**config.mk**
```make
export PLATFORM = sky130hd
export DESIGN_NAME = ob
export DESIGN_NICKNAME = d
export VERILOG_FILES = /design/src/rtl/ob.sv
export SDC_FILE = /design/constraint.sdc
export NUM_CORES = 1
export LEC_CHECK = 0
export CORE_MARGIN = 1.5
export CORE_UTILIZATION = 40
export DETAILED_ROUTE_END_ITERATION = 10
export HOLD_SLACK_MARGIN = 0.15
export PLACE_DENSITY_LB_ADDON = 0.15
export SYNTH_ARGS = -nofsm -noshare
export SYNTH_HDL_FRONTEND = slang
export SYNTH_SLANG_ARGS = --single-unit
```
**constraint.sdc**
```tcl
create_clock -name clk -period 2.2 [get_ports clk]
set_clock_uncertainty 0.05 [all_clocks]
set_input_delay 0.66 -clock clk [delete_from_list [all_inputs] [get_ports clk]]
set_output_delay 0.66 -clock clk [all_outputs]
set_load 0.02 [all_outputs]
```
**src/rtl/ob.sv**
```systemverilog
// ----------------------------------------------------------------------------
// ob -- output buffer terminating one switch output port.
//
// Accepts packets from a crossbar output, drops those routed to a different
// port (counted as errors), queues correctly routed packets in a small FIFO
// and presents the FIFO head to the local sink with a valid/ready handshake.
// A full FIFO drops new arrivals unless the head leaves in the same cycle.
//
// Parameters
//   PKTW    : packet bus MSB index (bus is PKTW+1 bits)
//   PORT_ID : 2-bit index of the output this block terminates
//   DEPTH   : FIFO entries, power of 2, >= 2
//
// Ports
//   clk     : clock, rising edge
//   rst     : synchronous active-low reset
//   i       : incoming packet {valid, dest[1:0], payload}
//   o       : FIFO head packet (read straight from storage)
//   ov      : o holds a valid packet
//   ordy    : sink ready; transfer when ov && ordy at a rising edge
//   xoff    : registered backpressure hint (occupancy >= DEPTH-1)
//   occ     : FIFO occupancy
//   rxcnt   : accepted packets, wraps
//   dropcnt : packets dropped on a full FIFO, saturates
//   errcnt  : misrouted packets, saturates
// ----------------------------------------------------------------------------
module ob #(
    parameter int PKTW    = 15,
    parameter int PORT_ID = 0,
    parameter int DEPTH   = 4
) (
    input  logic                     clk,
    input  logic                     rst,
    input  logic [PKTW:0]            i,
    output logic [PKTW:0]            o,
    output logic                     ov,
    input  logic                     ordy,
    output logic                     xoff,
    output logic [$clog2(DEPTH):0]   occ,
    output logic [15:0]              rxcnt,
    output logic [7:0]               dropcnt,
    output logic [7:0]               errcnt
);

    localparam int AW = $clog2(DEPTH);
    localparam logic [AW:0] DEPTH_C = (AW+1)'(DEPTH);
    localparam logic [AW:0] HI_C    = (AW+1)'(DEPTH - 1);
    localparam logic [1:0]  PID_C   = 2'(PORT_ID);

    logic [PKTW:0]   mem_r [DEPTH];
    logic [AW-1:0]   wptr_r;
    logic [AW-1:0]   rptr_r;
    logic [AW:0]     occ_r;
    logic            xoff_r;
    logic [15:0]     rxcnt_r;
    logic [7:0]      dropcnt_r;
    logic [7:0]      errcnt_r;

    logic            routed_s;
    logic            mis_s;
    logic            xfer_s;
    logic            enq_s;
    logic            drop_s;

    // Classify the arrival and decide enqueue / drop / transfer this cycle.
    always_comb begin
        routed_s = i[PKTW] && (i[PKTW-1:PKTW-2] == PID_C);
        mis_s    = i[PKTW] && (i[PKTW-1:PKTW-2] != PID_C);
        xfer_s   = ov && ordy;
        // A full FIFO still accepts when the head leaves in the same cycle.
        enq_s    = routed_s && ((occ_r != DEPTH_C) || xfer_s);
        drop_s   = routed_s && !enq_s;
    end

    // Head and valid come straight from storage/occupancy: no bypass path.
    assign o       = mem_r[rptr_r];
    assign ov      = (occ_r != {(AW+1){1'b0}});
    assign occ     = occ_r;
    assign xoff    = xoff_r;
    assign rxcnt   = rxcnt_r;
    assign dropcnt = dropcnt_r;
    assign errcnt  = errcnt_r;

    // FIFO storage; contents are deliberately left unreset, writes blocked in reset.
    always_ff @(posedge clk) begin
        if (rst && enq_s) begin
            mem_r[wptr_r] <= i;
        end
    end

    // Pointers, occupancy, backpressure and statistics counters.
    always_ff @(posedge clk) begin
        if (!rst) begin
            wptr_r    <= {AW{1'b0}};
            rptr_r    <= {AW{1'b0}};
            occ_r     <= {(AW+1){1'b0}};
            xoff_r    <= 1'b0;
            rxcnt_r   <= 16'd0;
            dropcnt_r <= 8'd0;
            errcnt_r  <= 8'd0;
        end else begin
            // Pointers wrap naturally because DEPTH is a power of 2.
            if (enq_s) begin
                wptr_r <= wptr_r + 1'b1;
            end
            if (xfer_s) begin
                rptr_r <= rptr_r + 1'b1;
            end
            case ({enq_s, xfer_s})
                2'b10:   occ_r <= occ_r + 1'b1;
                2'b01:   occ_r <= occ_r - 1'b1;
                default: occ_r <= occ_r;
            endcase
            // Lags occupancy by one cycle; the two thresholds are adjacent.
            xoff_r <= (occ_r >= HI_C);
            if (enq_s) begin
                rxcnt_r <= rxcnt_r + 16'd1;
            end
            if (drop_s && (dropcnt_r != 8'hFF)) begin
                dropcnt_r <= dropcnt_r + 8'd1;
            end
            if (mis_s && (errcnt_r != 8'hFF)) begin
                errcnt_r <= errcnt_r + 8'd1;
            end
        end
    end

endmodule

```
==> metrics <==
CTS Root Cell clkbuf_8; post-layout min period 2.289 ns; Required @ worst endpoint 1.49 ns; number of synthesized flops with an enable pin 64; largest net degree at the start of global routing 21; GR Util All Layers 0.1592; Boundary Pins 72; final hold vios 0; crit path DAT 1.58 ns; TritonRoute pass-1 iters 4; DRC violations left 0; Initial DRC Count 84; Avg Vias per Cell 5.177; Max Fanout on Critical Path 8; capture point of the worst path o[13]; Post-Route WL 8.727 mm; Gate power share 0.279; hold_sp rxcnt[15]$_SDFFE_PN0P_; top post-synthesis cells by area edfxtp_1, dfxtp_1, mux4_2, a21oi_1, ha_1; antenna-violating nets left 0; Row Count 37; worst-skew pair later-pin latency 0.37 ns; Clock Sinks 106; maximum vdd ir drop 0.0003610 V; Cells after Synth 316; ant diodes 0; part of the Yosys area used for sequential elements 0.6334; Internal Power 3.456 mW; Cell Pwr Density 825.3 nW/um^2; clock-pin slew on the worst setup and hold paths 0.11 ns; number of global-route vias before repair 2,887; Chip Width 107.4 um; CTS tree done; Least-Margin Pin Slew 0.4041 ns; crit path capture type output pin; nets 450; Pleak 2.267 nW; Initial Util 0.4169; # setup viols final 16; Post-synth top flop edfxtp_1; via count 2,920; RePlAce Congestion 0.7513; DP HPWL 5.978 mm; WL per Instance 15.47 um; final worst slack -0.08898 ns; status finished, violations left; Synth top area share 0.4406; Mapped Nets 343; initial antenna violation count 0; Final Power 4.839 mW; share of cells above drive strength 1 0.2383; max-cap viol count 0; synth-to-layout area growth 34.42%; first-pass GRT wire length 14.15 mm; Sw Share 0.2857; Worst Hold Depth 2; period utilization 1.040; Synth cell types 46; r2r endpoint occ[2]$_SDFFE_PN0P_; CP Launch Type register; Avg Inst Size Synth 13.80 um^2; switching pwr 1.383 mW; largest buffer count on any clock path 2; Seq cells post-synth 106; area leader, netlist edfxtp_1; Max Fclk 436.9 MHz; Tightest Hold Check Type reg2reg; total gr overflow 0; H-tree Lvls 3; Netlist Area Pre-Place 4362 um^2; Post-synth ARST share 0; Die Ht 107.4 um; r2r startpoint occ[1]$_SDFFE_PN0P_; top-count cell post-synth edfxtp_1; Syn. warnings 0; Fill cells 883; relative slew slack 0.7278; unrepaired setup endpoints after global routing yes; violated checks setup timing; Clock power frac 0.262; I/O Buffers 71; reg2reg setup slack 0.33 ns; max-slew violations 0; reg2reg path depth 8; CTS Buf Count 9; Synth top cells by count edfxtp_1, dfxtp_1, nor2_1, a21oi_1, mux4_2; die area 11,540 um^2; area of the core 10,460 um^2; post-place setup slack -0.3869 ns; sequential share of power 0.459; Setup CP Type reg2out
==> area by class of cell <==
type                       instances  area (um^2)  area share
multi-input combinational        190         1555      0.2653
clock inverter                     7        90.09     0.01536
clock buffer                       9        123.9     0.02113
timing repair buffer             106         1120      0.1910
tap                              136        170.2     0.02902
sequential                       106         2766      0.4718
inverter                          10        37.54    0.006402
==> power groups by stage <==
| stage | Clock (mW) | Sequential, mW | Combinational (mW) |
|---|---|---|---|
| after global placement | 0 | 2.26 | 1.27 |
| after global routing | 1.38 | 2.23 | 1.44 |
| after floorplan | 0 | 2.32 | 0.671 |
| after CTS | 1.31 | 2.22 | 1.39 |
| after detailed placement | 0 | 2.25 | 1.28 |
| final | 1.27 | 2.22 | 1.35 |
==> critical path: stages (launching register included) <==
cell and delay (ns):
dfxtp_4 0.38, buf_12 0.14, mux4_2 0.53, buf_6 0.15
==> what timing repair did <==
item,in CTS,in global routing
gates resized for setup,104,26
pin swaps,0,3
hold buffers,0,0
endpoints found under the hold margin,0,0
setup endpoints to repair,21,101
cloned,1,0
setup buffers,1,1
==> worst min-delay path by stage <==
stage | to
floorplan | register
global placement | rxcnt[15]$_SDFFE_PN0P_
detailed placement | rxcnt[15]$_SDFFE_PN0P_
CTS | rxcnt[15]$_SDFFE_PN0P_
global route | rxcnt[10]$_SDFFE_PN0P_
finish | rxcnt[15]$_SDFFE_PN0P_
==> sequential cells by signal (all words and copies together), names as in the netlist, named ones only <==
| name | flops |
|---|---|
| occ | 3 |
| errcnt | 8 |
| dropcnt | 8 |
| mem_r | 64 |
| rptr_r | 2 |
| rxcnt | 16 |
| wptr_r | 2 |
| xoff | 1 |
==> cells by family after synthesis <==
logic type / synth area share
fa+ha+maj: 0.02467
mux: 0.09180
simple gates: 0.1271
compound gates: 0.07229
flops: 0.6334
xor+xnor: 0.03213
buf+inv: 0.01865
==> cell usage in the layout, fill, tap and decap left out, types with 5 or more instances in the layout <==
cell type,Yosys,layout
inv_1,9,9
dfxtp_1,42,41
buf_4,1,28
o21ai_0,9,9
nand3_1,12,12
nand4_1,7,7
or4_1,5,5
edfxtp_1,64,64
o31ai_1,6,6
buf_12,0,7
nand2_1,15,14
xnor2_1,8,8
mux4_2,16,16
a21oi_1,18,18
ha_1,7,7
o21a_1,5,5
buf_6,0,16
or3_1,6,6
clkdlybuf4s50_1,0,33
xor2_1,8,8
dlymetal6s2s_1,0,17
nor2_1,22,22
clkbuf_8,0,9
==> metrics by stage <==
stage	TNS [ns]	area [um^2]	hold WS, ns	instances	util
2_1_floorplan	-0.6314	4370	0.4347	316	-
5_1_grt	-2.172	5863	0.4729	564	0.5604
3_5_place_dp	-33.13	5527	0.4221	546	0.5282
4_1_cts	-2.247	5802	0.4407	564	0.5545
6_report	-1.067	5863	0.4419	564	0.5604
3_3_place_gp	-30.60	5527	0.4326	546	0.5282
==> routing by layer <==
| layer | share of wire | track usage |
|---|---|---|
| met4 | 0.015 | 0.05733 |
| met5 | 0 | 0 |
| met1 | 0.44 | 0.1990 |
| met3 | 0.055 | 0.04843 |
| met2 | 0.49 | 0.2616 |
No activity file was read; power rests on OpenSTA's default activity.
